### config.mk
export PLATFORM = sky130hd
export DESIGN_NAME = rosc_reader
export DESIGN_NICKNAME = d
export VERILOG_FILES = /design/src/rtl/rosc_pkg.sv /design/src/rtl/rosc_reader_fifo.sv /design/src/rtl/rosc_reader.sv
export SDC_FILE = /design/constraint.sdc
export NUM_CORES = 1
export LEC_CHECK = 0
export CORE_UTILIZATION = 40
export DETAILED_ROUTE_END_ITERATION = 7
export GPL_TIMING_DRIVEN = 0
export SKIP_LAST_GASP = 1
export SYNTH_ARGS = -nofsm -noshare
export SYNTH_HDL_FRONTEND = slang
export SYNTH_SLANG_ARGS = --single-unit
export TNS_END_PERCENT = 10
### constraint.sdc
create_clock -name clk -period 2.5 [get_ports clk]
set_input_delay 0.5 -clock clk [delete_from_list [all_inputs] [get_ports clk]]
set_output_delay 0.5 -clock clk [all_outputs]
set_load 0.05 [all_outputs]
### src/rtl/rosc_pkg.sv
// Shared definitions for the ring-oscillator entropy reader and the entropy source register map.
package rosc_pkg;

   localparam logic [7:0]  ADDR_STATUS      = 8'h09;
   localparam logic [7:0]  ADDR_ENTROPY     = 8'h20;
   localparam int unsigned STATUS_READY_BIT = 0;
   localparam int unsigned DATA_W           = 32;
   localparam int unsigned ADDR_W           = 8;

   // Three identical consecutive words trip the health test.
   localparam int unsigned REPEAT_CUTOFF    = 2;
   localparam int unsigned REP_CNT_W        = 2;

   typedef enum logic [1:0] {
      ST_IDLE = 2'd0,
      ST_POLL = 2'd1,
      ST_GAP  = 2'd2,
      ST_READ = 2'd3
   } rosc_state_t;

   function automatic logic [REP_CNT_W-1:0] rep_cnt_next(
      input logic [REP_CNT_W-1:0] cnt
   );
      if (cnt >= REP_CNT_W'(REPEAT_CUTOFF)) begin
         return REP_CNT_W'(REPEAT_CUTOFF);
      end
      return cnt + REP_CNT_W'(1);
   endfunction

   function automatic logic rep_trips(input logic [REP_CNT_W-1:0] cnt);
      return (cnt >= REP_CNT_W'(REPEAT_CUTOFF - 1));
   endfunction

endpackage

### src/rtl/rosc_reader_fifo.sv
// First-word-fall-through FIFO; full/empty come from an extra wrap bit on each pointer.
module rosc_reader_fifo #(
   parameter int unsigned DEPTH = 4,
   parameter int unsigned WIDTH = 32
) (
   input  logic                       clk,
   input  logic                       reset_n,
   input  logic                       i_push,
   input  logic [WIDTH-1:0]           i_data,
   input  logic                       i_pop,
   output logic [WIDTH-1:0]           o_data,
   output logic                       o_empty,
   output logic                       o_full,
   output logic [$clog2(DEPTH):0]     o_level
);

   localparam int unsigned AW = $clog2(DEPTH);

   logic [WIDTH-1:0] r_mem [DEPTH];
   logic [AW:0]      r_wr_ptr;
   logic [AW:0]      r_rd_ptr;
   logic             w_do_push;
   logic             w_do_pop;

   assign o_empty   = (r_wr_ptr == r_rd_ptr);
   assign o_full    = (r_wr_ptr[AW] != r_rd_ptr[AW]) &&
                      (r_wr_ptr[AW-1:0] == r_rd_ptr[AW-1:0]);
   assign o_level   = r_wr_ptr - r_rd_ptr;
   assign o_data    = r_mem[r_rd_ptr[AW-1:0]];
   assign w_do_push = i_push && !o_full;
   assign w_do_pop  = i_pop && !o_empty;

   always_ff @(posedge clk or negedge reset_n) begin
      if (!reset_n) begin
         r_wr_ptr <= '0;
         r_rd_ptr <= '0;
         for (int i = 0; i < int'(DEPTH); i++) begin
            r_mem[i] <= '0;
         end
      end else begin
         if (w_do_push) begin
            r_mem[r_wr_ptr[AW-1:0]] <= i_data;
            r_wr_ptr                <= r_wr_ptr + (AW+1)'(1);
         end
         if (w_do_pop) begin
            r_rd_ptr <= r_rd_ptr + (AW+1)'(1);
         end
      end
   end

endmodule

### src/rtl/rosc_reader.sv
// Bus initiator that polls the ring-oscillator source, harvests entropy words into a FIFO
// and runs a repetition-count health test on the words it keeps.
module rosc_reader #(
   parameter int unsigned FIFO_DEPTH    = 4,
   parameter int unsigned POLL_GAP      = 16,
   parameter int unsigned DISCARD_WORDS = 1,
   parameter logic [7:0]  ADDR_STATUS   = rosc_pkg::ADDR_STATUS,
   parameter logic [7:0]  ADDR_ENTROPY  = rosc_pkg::ADDR_ENTROPY
) (
   input  logic                          clk,
   input  logic                          reset_n,
   input  logic                          enable,
   output logic                          cs,
   output logic                          we,
   output logic [7:0]                    address,
   output logic [31:0]                   write_data,
   input  logic [31:0]                   read_data,
   input  logic                          ready,
   output logic                          entropy_valid,
   output logic [31:0]                   entropy_data,
   input  logic                          entropy_ready,
   output logic [$clog2(FIFO_DEPTH):0]   fill_level,
   output logic                          repeat_error
);

   import rosc_pkg::*;

   localparam int unsigned LW        = $clog2(FIFO_DEPTH) + 1;
   localparam int unsigned GAP_W     = 8;
   localparam int unsigned DISC_W    = 4;
   localparam logic [GAP_W-1:0]  GAP_LOAD  = (POLL_GAP > 0) ? GAP_W'(POLL_GAP - 1) : '0;
   localparam logic [DISC_W-1:0] DISC_LOAD = DISC_W'(DISCARD_WORDS);

   rosc_state_t            r_state;
   logic                   r_cs;
   logic [ADDR_W-1:0]      r_address;
   logic [GAP_W-1:0]       r_gap_cnt;
   logic [DISC_W-1:0]      r_discard;
   logic                   r_enable_d;
   logic [DATA_W-1:0]      r_last_word;
   logic [REP_CNT_W-1:0]   r_rep_cnt;
   logic                   r_repeat_error;

   logic                   w_read_done;
   logic                   w_push;
   logic                   w_pop;
   logic                   w_empty;
   logic                   w_full;
   logic [DATA_W-1:0]      w_head;
   logic [LW-1:0]          w_level;

   assign cs            = r_cs;
   assign address       = r_address;
   assign we            = 1'b0;
   assign write_data    = '0;
   assign entropy_valid = !w_empty;
   assign entropy_data  = w_head;
   assign fill_level    = w_level;
   assign repeat_error  = r_repeat_error;

   assign w_read_done = (r_state == ST_READ) && r_cs && ready;
   assign w_push      = w_read_done && (r_discard == '0);
   assign w_pop       = !w_empty && entropy_ready;

   // Bus sequencer: every transaction is framed by at least one cs=0 cycle.
   always_ff @(posedge clk or negedge reset_n) begin
      if (!reset_n) begin
         r_state   <= ST_IDLE;
         r_cs      <= 1'b0;
         r_address <= '0;
         r_gap_cnt <= '0;
      end else begin
         case (r_state)
            ST_IDLE: begin
               if (enable && !w_full) begin
                  r_state   <= ST_POLL;
                  r_cs      <= 1'b1;
                  r_address <= ADDR_STATUS;
               end
            end
            ST_POLL: begin
               if (ready) begin
                  r_cs <= 1'b0;
                  if (read_data[STATUS_READY_BIT]) begin
                     r_state <= ST_READ;
                  end else begin
                     r_state   <= ST_GAP;
                     r_gap_cnt <= GAP_LOAD;
                  end
               end
            end
            ST_GAP: begin
               if (!enable || (r_gap_cnt == '0)) begin
                  r_state <= ST_IDLE;
               end else begin
                  r_gap_cnt <= r_gap_cnt - GAP_W'(1);
               end
            end
            ST_READ: begin
               // First READ cycle is the mandatory idle gap after the STATUS poll.
               if (!r_cs) begin
                  r_cs      <= 1'b1;
                  r_address <= ADDR_ENTROPY;
               end else if (ready) begin
                  r_cs    <= 1'b0;
                  r_state <= ST_IDLE;
               end
            end
            default: begin
               r_state <= ST_IDLE;
               r_cs    <= 1'b0;
            end
         endcase
      end
   end

   // Start-up discard: reloads on reset and on every rising edge of enable.
   always_ff @(posedge clk or negedge reset_n) begin
      if (!reset_n) begin
         r_enable_d <= 1'b0;
         r_discard  <= DISC_LOAD;
      end else begin
         r_enable_d <= enable;
         if (enable && !r_enable_d) begin
            r_discard <= DISC_LOAD;
         end else if (w_read_done && (r_discard != '0)) begin
            r_discard <= r_discard - DISC_W'(1);
         end
      end
   end

   // Repetition-count health test over kept words only.
   always_ff @(posedge clk or negedge reset_n) begin
      if (!reset_n) begin
         r_last_word    <= '0;
         r_rep_cnt      <= '0;
         r_repeat_error <= 1'b0;
      end else if (w_push) begin
         r_last_word <= read_data;
         if (read_data == r_last_word) begin
            r_rep_cnt <= rep_cnt_next(r_rep_cnt);
            if (rep_trips(r_rep_cnt)) begin
               r_repeat_error <= 1'b1;
            end
         end else begin
            r_rep_cnt <= '0;
         end
      end
   end

   rosc_reader_fifo #(
      .DEPTH (FIFO_DEPTH),
      .WIDTH (DATA_W)
   ) u_fifo (
      .clk     (clk),
      .reset_n (reset_n),
      .i_push  (w_push),
      .i_data  (read_data),
      .i_pop   (w_pop),
      .o_data  (w_head),
      .o_empty (w_empty),
      .o_full  (w_full),
      .o_level (w_level)
   );

endmodule

==> results.toml <==
[final_layout]
multi_input_area_mm2 = 0.00373
fillerInstances = 1831
drive_gt1_share_pct = 27.2
nNetsFinal = 784
antenna-diode-count = 0
seq_area_mm2 = 0.00468
areaGrowthSynthToFinish_pct = 21.4

[setup_path]
setup.worst_path.class = "flop to output pin"
end_kind = "output pin"
critPathMaxFanout = 10
arrival_ps = 2020
cp.required_ps = 2000
startpoint_type = "flop"

[timing]
hold_viol = 0
finalClockSkew_ps = 9.70
slew_viol_final = 0
max_freq_ghz = 0.396
slew_headroom_pct = 45.5
min_period_ps = 2520
holdWs_ps = 70.9
rsz0062_at_grt = "true"
layout_setup_ws_ps = -22.9
finalSetupViolCount = 4
min_period_over_period_pct = 101
tightest_slew_ps = 816

[yosys]
synth_flop_cell = "dfrtp_1"
async_flop_share_pct = 100
ys_types = 40
synth_top_area_cell = "dfrtp_1"
netlist_area_mm2 = 0.00875
netlist.area_leader.share_pct = 53.2
avgSynthCellArea_um2 = 14.5
synth_cells = 603
synth_area_leaders = "dfrtp_1, mux2_1, mux4_2, mux2_2, xnor2_1"
yosysSeqAreaShare_pct = 53.5
ys.warnings.count = 0
synth_edf_count = 0
ys_ff_latch = 187

[floorplanning]
die_y_um = 150
pin_count = 116
initial_core_util_pct = 41.2
design.die.area_mm2 = 0.0225
std_cell_rows = 53
coreArea_mm2 = 0.0212
die_x_um = 150

[worst_hold_path]
holdCritPathClass = "primary input to asynchronous set/reset pin"

[placed_design]
routabilityCongestion = 0.739
dp_slack_ps = -770
port_buffers = 76
hpwl_um = 12400

[power]
finalPower_mw = 10.7
p_leak_nw = 5.32
power.switching_mw = 3.79
power_density_mw_per_mm2 = 1010
p_clk_share_pct = 25.5
p_comb_share_pct = 35.4
vdd_drop_max_uv = 1340
p_sw_share_pct = 35.3
power.share.sequential_pct = 39.1
intPower_mw = 6.94

[clocking]
h-tree-depth = 4
cts-root-buf = "clkbuf_16"
numCtsBuffers = 17
cts_setup_buffers = 0
cts_tree = "done"
clock_latency_ps = 430
clk_path_buf_depth = 2
cts_sinks = 187
clk_pin_slew_worst_paths_ps = 60

[global_route]
grt_overflow = 0
antenna_found_initial = 0
grt_max_degree = 96
grt_pass1_wl_um = 28800
grt_pass1_vias = 5317
track_usage_pct = 17.3

[status]
violations = "negative setup slack"
run_status = "finished with violations"

[detailed_routing]
ant_nets = 0
num_vias = 5058
met1_length_um = 8170
drt_iter0_markers = 255
met2_length_um = 8700
routedWlPerCell_um = 17.3
routed_wirelength_um = 17700
dr.pass1.iters = 4
via_per_inst = 4.94
drc = 0
maxUsedRoutingLayer = "met4"
routed-wl-met3_um = 699

[job]
cap_viol_max_count = 0
per-stage QoR:
step           setup TNS (ps)  cell area [µm²]  util (%)  std cells
2_1_floorplan               0             8890         -        640
3_3_place_gp         -1304410             9990      47.1        991
3_5_place_dp          -102900            10000      47.3        992
4_1_cts                -14250            10600      50.0       1024
5_1_grt                 -1930            10600      50.1       1024
6_report                -68.3            10600      50.1       1024
timing repair:
action | in CTS | in global routing
hold buffers | 0 | 0
setup endpoints to repair | 171 | 158
gates resized for setup | 172 | 37
cells in the mapped netlist (3+ instances only):
cell type  number
a21oi_1         9
a31oi_1         4
buf_2          14
buf_4          43
buf_6           3
clkbuf_1        6
dfrtp_1       186
ha_1           10
inv_1          12
mux2_1        128
mux2_2         33
mux4_2         32
nand2_1         9
nand2_2         3
nand2b_1        4
nand3_1         4
nand4_1         9
nor2_1         16
nor3_1          4
nor4_1          3
o21ai_0         3
o21bai_1        3
xnor2_1        40
xor2_1          4
worst max-delay path: stages, from the launching register on:
cell	delay, ps
dfrtp_1	390
clkbuf_8	190
buf_12	160
mux4_2	490
clkdlybuf4s15_2	340
path summary, 6_finish.rpt:
kind                            depth (start not counted)                to  slack [ps]                from
worst min register to register                          1   u_fifo.r_mem[3]         480     u_fifo.r_mem[3]
min in group clk                                        1   u_fifo.r_mem[3]         480     u_fifo.r_mem[3]
worst max register to register                         11  u_fifo.r_mem[35]         130  u_fifo.r_rd_ptr[1]
worst min-delay path                                    1  u_fifo.r_mem[58]          70             reset_n
max in group asynchronous                               2      r_discard[0]        1480             reset_n
worst max-delay path                                    4  entropy_data[15]         -20  u_fifo.r_rd_ptr[0]
layout make-up:
class,instances,area share (%)
sequential,187,44.0
multi-input combinational,374,35.1
timing repair buffer,77,6.10
buffer,67,5.39
clock buffer,23,4.69
tap,275,3.24
clock inverter,9,1.04
inverter,12,0.424
power groups by stage:
stage / sequential, mW / clock (mW) / combinational (mW)
global route: 4.29 / 2.94 / 4.10
detailed placement: 4.25 / 0 / 3.90
finish: 4.19 / 2.74 / 3.80
CTS: 4.19 / 2.81 / 3.88
floorplan: 4.19 / 0 / 2.79
global placement: 4.19 / 0 / 3.82
layout by cell type (no fill, tap or decap), types with 10 or more instances in the layout:
master / Yosys / layout
buf_2: 14 / 32
buf_4: 43 / 44
buf_6: 3 / 11
clkbuf_16: 0 / 17
clkdlybuf4s50_1: 0 / 39
conb_1: 1 / 38
dfrtp_1: 186 / 186
ha_1: 10 / 10
inv_1: 12 / 12
mux2_1: 128 / 128
mux2_2: 33 / 33
mux4_2: 32 / 32
nor2_1: 16 / 15
xnor2_1: 40 / 40
routing by layer:
metal / track usage [%] / up-vias
li1: - / 2340
met2: 28.1 / 108
met4: 4.85 / 0
met5: 0 / -
met3: 3.54 / 11
met1: 23.3 / 2599
kinds of logic after synthesis:
group	count (synthesis)	share of synthesized area [%]
other	1	0.0429
multiplexers	193	29.0
XOR/XNOR	44	4.40
flip-flops	187	53.5
AND/OR/NAND/NOR	63	3.97
AO/OA/AOI/OAI	25	1.79
adder cells (fa/ha/maj)	11	1.66
buffers and inverters	79	5.69
flip-flops by register name, indices dropped and copies added, names as in the netlist:
| name | cells |
|---|---|
| address | 2 |
| u_fifo.r_wr_ptr | 3 |
| u_fifo.r_rd_ptr | 3 |
| r_enable_d | 1 |
| cs | 1 |
| repeat_error | 1 |
| r_discard | 4 |
| r_gap_cnt | 8 |
| u_fifo.r_mem | 128 |
| r_last_word | 32 |
| r_state | 2 |
| r_rep_cnt | 2 |
Note: power is estimated with default switching activity, not from simulation.
